File: src/rtl/div_unit_pkg.sv
// Shared constants for the iterative HI/LO divider: FSM encodings and the
// divide funct codes decoded upstream in the E-stage datapath.
package div_unit_pkg;

    localparam logic [1:0] DIV_IDLE = 2'b00;
    localparam logic [1:0] DIV_ZERO = 2'b01;
    localparam logic [1:0] DIV_ON   = 2'b10;
    localparam logic [1:0] DIV_DONE = 2'b11;

    localparam logic [5:0] FUNCT_DIV  = 6'b011010;
    localparam logic [5:0] FUNCT_DIVU = 6'b011011;

endpackage

File: src/rtl/div_unit.sv
// Radix-2 restoring divider for DIV/DIVU; remainder to HI, quotient to LO.
// Holds the pipeline via stall_o until the result is presented in DONE.
//
//   state    | meaning
//   ---------+-----------------------------------------------------------
//   DIV_IDLE | waiting for start_i; latches operands and sign flags
//   DIV_ZERO | divisor was zero; one cycle, then fixed result
//   DIV_ON   | one restoring step per cycle, WIDTH steps total
//   DIV_DONE | hi_o/lo_o valid, ready_o high; hold_i keeps us here
module div_unit
    import div_unit_pkg::*;
#(
    parameter int WIDTH = 32
) (
    input  logic             clk,
    input  logic             rst,
    input  logic             start_i,
    input  logic             signed_i,
    input  logic [WIDTH-1:0] a_i,
    input  logic [WIDTH-1:0] b_i,
    input  logic             annul_i,
    input  logic             hold_i,
    output logic             stall_o,
    output logic             ready_o,
    output logic [WIDTH-1:0] hi_o,
    output logic [WIDTH-1:0] lo_o
);

    localparam int CNTW = $clog2(WIDTH) + 1;

    logic [1:0]       state;
    logic [CNTW-1:0]  cnt;
    logic [WIDTH-1:0] rem;
    logic [WIDTH-1:0] quo;
    logic [WIDTH-1:0] absB;
    logic [WIDTH-1:0] aRaw;
    logic             negQ;
    logic             negR;

    logic             aNeg;
    logic             bNeg;
    logic [WIDTH:0]   shifted;
    logic [WIDTH:0]   trial;
    logic [WIDTH-1:0] stepRem;
    logic [WIDTH-1:0] stepQuo;
    logic             lastStep;

    assign aNeg = signed_i & a_i[WIDTH-1];
    assign bNeg = signed_i & b_i[WIDTH-1];

    // rem < |b| always holds, so trial's top bit is a clean borrow flag.
    always_comb begin
        shifted = {rem, quo[WIDTH-1]};
        trial   = shifted - {1'b0, absB};
        stepRem = shifted[WIDTH-1:0];
        stepQuo = {quo[WIDTH-2:0], 1'b0};
        if (!trial[WIDTH]) begin
            stepRem = trial[WIDTH-1:0];
            stepQuo = {quo[WIDTH-2:0], 1'b1};
        end
    end

    assign lastStep = (cnt == CNTW'(WIDTH - 1));

    always_ff @(posedge clk or negedge rst) begin
        if (!rst) begin
            state <= DIV_IDLE;
            cnt   <= '0;
            rem   <= '0;
            quo   <= '0;
            absB  <= '0;
            aRaw  <= '0;
            negQ  <= 1'b0;
            negR  <= 1'b0;
            hi_o  <= '0;
            lo_o  <= '0;
        end else if (annul_i) begin
            state <= DIV_IDLE;
        end else begin
            case (state)
                DIV_IDLE: begin
                    if (start_i) begin
                        aRaw  <= a_i;
                        quo   <= aNeg ? -a_i : a_i;
                        absB  <= bNeg ? -b_i : b_i;
                        rem   <= '0;
                        cnt   <= '0;
                        negQ  <= aNeg ^ bNeg;
                        negR  <= aNeg;
                        state <= (b_i == '0) ? DIV_ZERO : DIV_ON;
                    end
                end
                DIV_ON: begin
                    rem <= stepRem;
                    quo <= stepQuo;
                    cnt <= cnt + 1'b1;
                    if (lastStep) begin
                        // Most-negative / -1 wraps back to itself here, no trap.
                        hi_o  <= negR ? -stepRem : stepRem;
                        lo_o  <= negQ ? -stepQuo : stepQuo;
                        state <= DIV_DONE;
                    end
                end
                DIV_ZERO: begin
                    hi_o  <= aRaw;
                    lo_o  <= '1;
                    state <= DIV_DONE;
                end
                DIV_DONE: begin
                    if (!hold_i)
                        state <= DIV_IDLE;
                end
                default: state <= DIV_IDLE;
            endcase
        end
    end

    assign stall_o = start_i & (state != DIV_DONE) & ~annul_i;
    assign ready_o = (state == DIV_DONE);

endmodule

File: config.mk
export PLATFORM = sky130hd
export DESIGN_NAME = div_unit
export DESIGN_NICKNAME = d
export VERILOG_FILES = /design/src/rtl/div_unit_pkg.sv /design/src/rtl/div_unit.sv
export SDC_FILE = /design/constraint.sdc
export NUM_CORES = 1
export LEC_CHECK = 0
export CORE_MARGIN = 2
export CORE_UTILIZATION = 55
export DETAILED_ROUTE_END_ITERATION = 16
export GPL_ROUTABILITY_DRIVEN = 1
export GPL_TIMING_DRIVEN = 0
export PLACE_DENSITY = 0.74
export SLEW_MARGIN = 15
export SYNTH_ARGS = -nofsm -noshare
export SYNTH_HDL_FRONTEND = slang
export SYNTH_SLANG_ARGS = --single-unit
File: constraint.sdc
create_clock -name clk -period 10.15 [get_ports clk]
set_clock_uncertainty 0.05 [all_clocks]
set_input_delay 1.015 -clock clk [delete_from_list [all_inputs] [get_ports clk]]
set_output_delay 1.015 -clock clk [all_outputs]
set_load 0.02 [all_outputs]
==> results.yml <==
sta:
  worstMarginPinSlew_ns: 1.052
  clock.fmax_ghz: 0.1489
  setup_total_negative_slack_ns: 0
  remaining_max_slew_budget_at_the_tightest_pin_pct: 29.19
  setup_violations: 0
  finalCriticalPeriod_ns: 6.715
  hold_viol: 0
  grt_setup_unrepaired: "no"
  final_min_period_over_clock_period_pct: 66.16
  timing_max_transition_violations_final: 0
synthesis:
  ys_seq_area_share_pct: 37.55
  synth_largest_area_cell: "sky130_fd_sc_hd__dfrtp_1"
  synth_nets: 1709
  synth_compound_gate_area_share_pct: 22.72
  post_synth_and_or_nand_nor_area_fraction_pct: 17.38
  total_standard_cell_area_after_synthesis_mm2: 0.01346
  synthArstFlopShare_pct: 100.0
  yosys_most_used_dff: "sky130_fd_sc_hd__dfrtp_1"
  ys.warnings.count: 0
  yosys_register_bits: 202
  synth.most_common_cell: "sky130_fd_sc_hd__dfrtp_1"
  yosys-top-cells-count: "202 x sky130_fd_sc_hd__dfrtp_1, 177 x sky130_fd_sc_hd__nand2_1, 173 x sky130_fd_sc_hd__o21ai_0"
  synth.top_cell.area_share_pct: 37.55
  synth_top_family_by_area: "compound AO/OA/AOI/OAI gates"
  synthDistinctLibCells: 77
  netlist_top_cells_area: "sky130_fd_sc_hd__dfrtp_1 38%, sky130_fd_sc_hd__o21ai_0 6.4%, sky130_fd_sc_hd__xor2_1 5.5%"
  syn-instance-count: 1597
  synth_adder_area_share_pct: 3.959
  synth_area_per_cell_um2: 8.429
  number_of_flops_mapped_to_enable_cells_by_yosys: 0
  synth.mux.area_fraction_pct: 5.298
  post_synth_xor_area_fraction_pct: 8.848
pwr:
  total_power_mw: 4.791
  sw_power_mw: 2.168
  swShare_pct: 45.25
  vdd_drop_max_mv: 0.1643
  power.combinational.fraction_pct: 51.3
  p_int_mw: 2.623
  p_per_area_mw_per_mm2: 297.7
  p_clk_share_pct: 18.8
  power.leakage_nw: 6.643
  sequentialPowerShare_pct: 29.9
run:
  drv.max_cap_violation_count: 0
clock_tree:
  clock_tree.root_cell: "sky130_fd_sc_hd__clkbuf_16"
  clk_latency_ns: 0.54
  cts-buffers-inserted: 24
  setup_bufs_post_cts: 0
  ctsResizeCount: 0
  clock_sink_count: 202
  cts.htree.levels: 1
  worst_setup_hold_path_clk_slew_ns: 0.06
  clock_tree_from_tritoncts: "done"
  cts.path.max_buffers: 3
  cts_hold_repair.buffers: 0
grt:
  busiest_layer: "met1"
  grt.total_usage_pct: 34.61
  grt_antenna_before_repair: 0
  grtUsageMet3_pct: 8.239
  grt_max_degree: 106
  overflow: 0
  wire_length_of_the_first_global_routing_pass_um: 69770
  use_met2_pct: 50.86
  grt_pass1_vias: 12280
  gr-usage-met1_pct: 52.28
die:
  fp.dieW_um: 160.4
  floorplan.die_area_mm2: 0.02574
  fp-row-count: 57
  starting_density_of_the_core_pct: 55.68
  ios: 136
  core_area_mm2: 0.02418
  die_h_um: 160.4
detailed_routing:
  drt_wl_total_um: 44960
  wl_per_cell_um: 21.42
  firstDrtPassIters: 5
  detail-route-antenna-nets: 0
  vias: 13150
  first_iter_violations: 1482
  post_detailed_route_via_to_cell_ratio: 6.264
  post-route-drc-count: 0
placed_design:
  routabilityCongestion: 1.001
  io_buffer_count: 134
  dp_hpwl_um: 34720
  place.detailed.instances: 2057
setup_path:
  crit_type: "reg -> reg"
  cp_data_arrival_time_ns: 7.05
  path_max_fanout: 10
  worst_r2r_path_depth: 23
  worst_setup_end_kind: "register"
  critPathRequiredTime_ns: 10.48
  worst_setup_path_start_kind: "register"
finish:
  final_layout_size_suffix_gt1_share_pct: 6.197
  synthToLayoutAreaGrowth_pct: 19.53
  stdcell_count: 2099
  diodes: 0
  nets: 1871
  filler_cell_count: 2110
  layout.core_utilization_pct: 66.55
outcome:
  outcome: "completed"
min_path:
  worstHoldPathType: "in -> async"
metrics by stage:
| step | hold WS (ns) | setup WS (ns) | area [um^2] |
|---|---|---|---|
| final | 0.4284 | 3.435 | 16090 |
| after floorplan | 0.3946 | 5.289 | 13460 |
| after global routing | 0.4549 | 3.000 | 16090 |
| after CTS | 0.4345 | 3.548 | 16090 |
| after detailed placement | 0.4212 | 3.601 | 15270 |
| after global placement | 0.4127 | -0.5919 | 15210 |
worst max-delay path: stages, from the launching register on:
cell                       delay, ns
sky130_fd_sc_hd__dfrtp_1        0.43
sky130_fd_sc_hd__inv_1          0.12
sky130_fd_sc_hd__ha_1           0.18
sky130_fd_sc_hd__inv_1          0.05
sky130_fd_sc_hd__fa_1           0.40
sky130_fd_sc_hd__a211oi_1       0.40
sky130_fd_sc_hd__o211ai_1       0.26
sky130_fd_sc_hd__nand3_1        0.16
sky130_fd_sc_hd__a21oi_1        0.21
sky130_fd_sc_hd__nor3_4         0.44
sky130_fd_sc_hd__nor2_4         0.16
sky130_fd_sc_hd__inv_2          0.17
sky130_fd_sc_hd__clkbuf_1       0.50
sky130_fd_sc_hd__buf_1          0.70
sky130_fd_sc_hd__nor2_1         0.08
sky130_fd_sc_hd__a21oi_1        0.25
sky130_fd_sc_hd__ha_1           0.31
sky130_fd_sc_hd__inv_1          0.13
sky130_fd_sc_hd__nor3_1         0.25
sky130_fd_sc_hd__a211oi_1       0.18
sky130_fd_sc_hd__or3_1          0.42
sky130_fd_sc_hd__o41ai_2        0.41
sky130_fd_sc_hd__xnor2_1        0.19
sky130_fd_sc_hd__a21oi_1        0.09
registers in the layout, summed over array words and instances, names as in the netlist:
register  count
negR          1
state         2
hi_o         32
lo_o         32
cnt           6
negQ          1
quo          32
absB         32
aRaw         32
rem          32
cell usage in the layout, fill, tap and decap left out, types with 10 or more instances in the layout:
master / synthesis / layout
sky130_fd_sc_hd__dfrtp_1: 202 / 202
sky130_fd_sc_hd__mux2_2: 34 / 34
sky130_fd_sc_hd__a21oi_1: 147 / 147
sky130_fd_sc_hd__o22ai_1: 27 / 27
sky130_fd_sc_hd__xor2_1: 85 / 85
sky130_fd_sc_hd__nand2b_1: 12 / 12
sky130_fd_sc_hd__o31ai_1: 29 / 29
sky130_fd_sc_hd__ha_1: 41 / 41
sky130_fd_sc_hd__mux2i_1: 33 / 33
sky130_fd_sc_hd__a31oi_1: 19 / 19
sky130_fd_sc_hd__nor4_1: 17 / 17
sky130_fd_sc_hd__nor2_1: 136 / 136
sky130_fd_sc_hd__a21o_1: 11 / 11
sky130_fd_sc_hd__o21ai_0: 173 / 173
sky130_fd_sc_hd__or3_1: 24 / 24
sky130_fd_sc_hd__and2_1: 11 / 11
sky130_fd_sc_hd__nand3_1: 24 / 24
sky130_fd_sc_hd__inv_1: 61 / 61
sky130_fd_sc_hd__nor3_1: 33 / 32
sky130_fd_sc_hd__clkbuf_16: 0 / 24
sky130_fd_sc_hd__xnor2_1: 51 / 51
sky130_fd_sc_hd__a211oi_1: 12 / 12
sky130_fd_sc_hd__nand4_1: 10 / 10
sky130_fd_sc_hd__nand2_1: 177 / 177
sky130_fd_sc_hd__clkbuf_1: 68 / 73
sky130_fd_sc_hd__o211ai_1: 14 / 14
sky130_fd_sc_hd__clkdlybuf4s50_1: 0 / 133
per-layer routing:
| layer | wire length, um | share of wire [%] | up-vias |
|---|---|---|---|
| li1 | - | - | 6049 |
| met1 | 19980 | 44 | 6375 |
| met2 | 19110 | 43 | 663 |
| met3 | 5094 | 11 | 61 |
| met4 | 769 | 1.7 | 0 |
| met5 | 0 | 0 | - |
logic make-up after synthesis:
family	after synthesis
XOR/XNOR	136
flip-flops	202
multiplexers	67
AO/OA/AOI/OAI	505
adder cells (fa/ha/maj)	42
AND/OR/NAND/NOR	499
buffers and inverters	146
path summary, 6_finish.rpt:
path                                         to                  from  slack, ns
setup / recovery           hi_o[26]$_DFFE_PN0P_   quo[31]$_DFFE_PN0P_       3.43
hold / removal              rem[19]$_DFFE_PN0P_                   rst       0.43
setup reg to reg           hi_o[26]$_DFFE_PN0P_   quo[31]$_DFFE_PN0P_       3.43
hold reg to reg            hi_o[11]$_DFFE_PN0P_  hi_o[11]$_DFFE_PN0P_       0.43
max in group asynchronous  aRaw[16]$_DFFE_PN0P_                   rst       8.73
min in group clk           hi_o[11]$_DFFE_PN0P_  hi_o[11]$_DFFE_PN0P_       0.43
power groups by stage:
stage               registers (mW)  clock network [mW]  logic (mW)
floorplan                     1.47                   0        1.46
global placement              1.42                   0        2.36
detailed placement            1.43                   0        2.40
CTS                           1.42               0.906        2.41
global route                  1.47               0.939        2.68
finish                        1.43               0.902        2.46
final cells by class:
class	count	area (um^2)	share of cell area (%)
multi-input cells	1249	7840	48.72
flip-flops and latches	202	5055	31.42
repair buffers	136	1401	8.709
clock buffers	34	688.2	4.277
well taps	324	405.4	2.519
plain buffers	83	335.3	2.084
inverters	63	236.5	1.470
clock inverters	8	128.9	0.8009
Note: power is estimated with default switching activity, not from simulation.
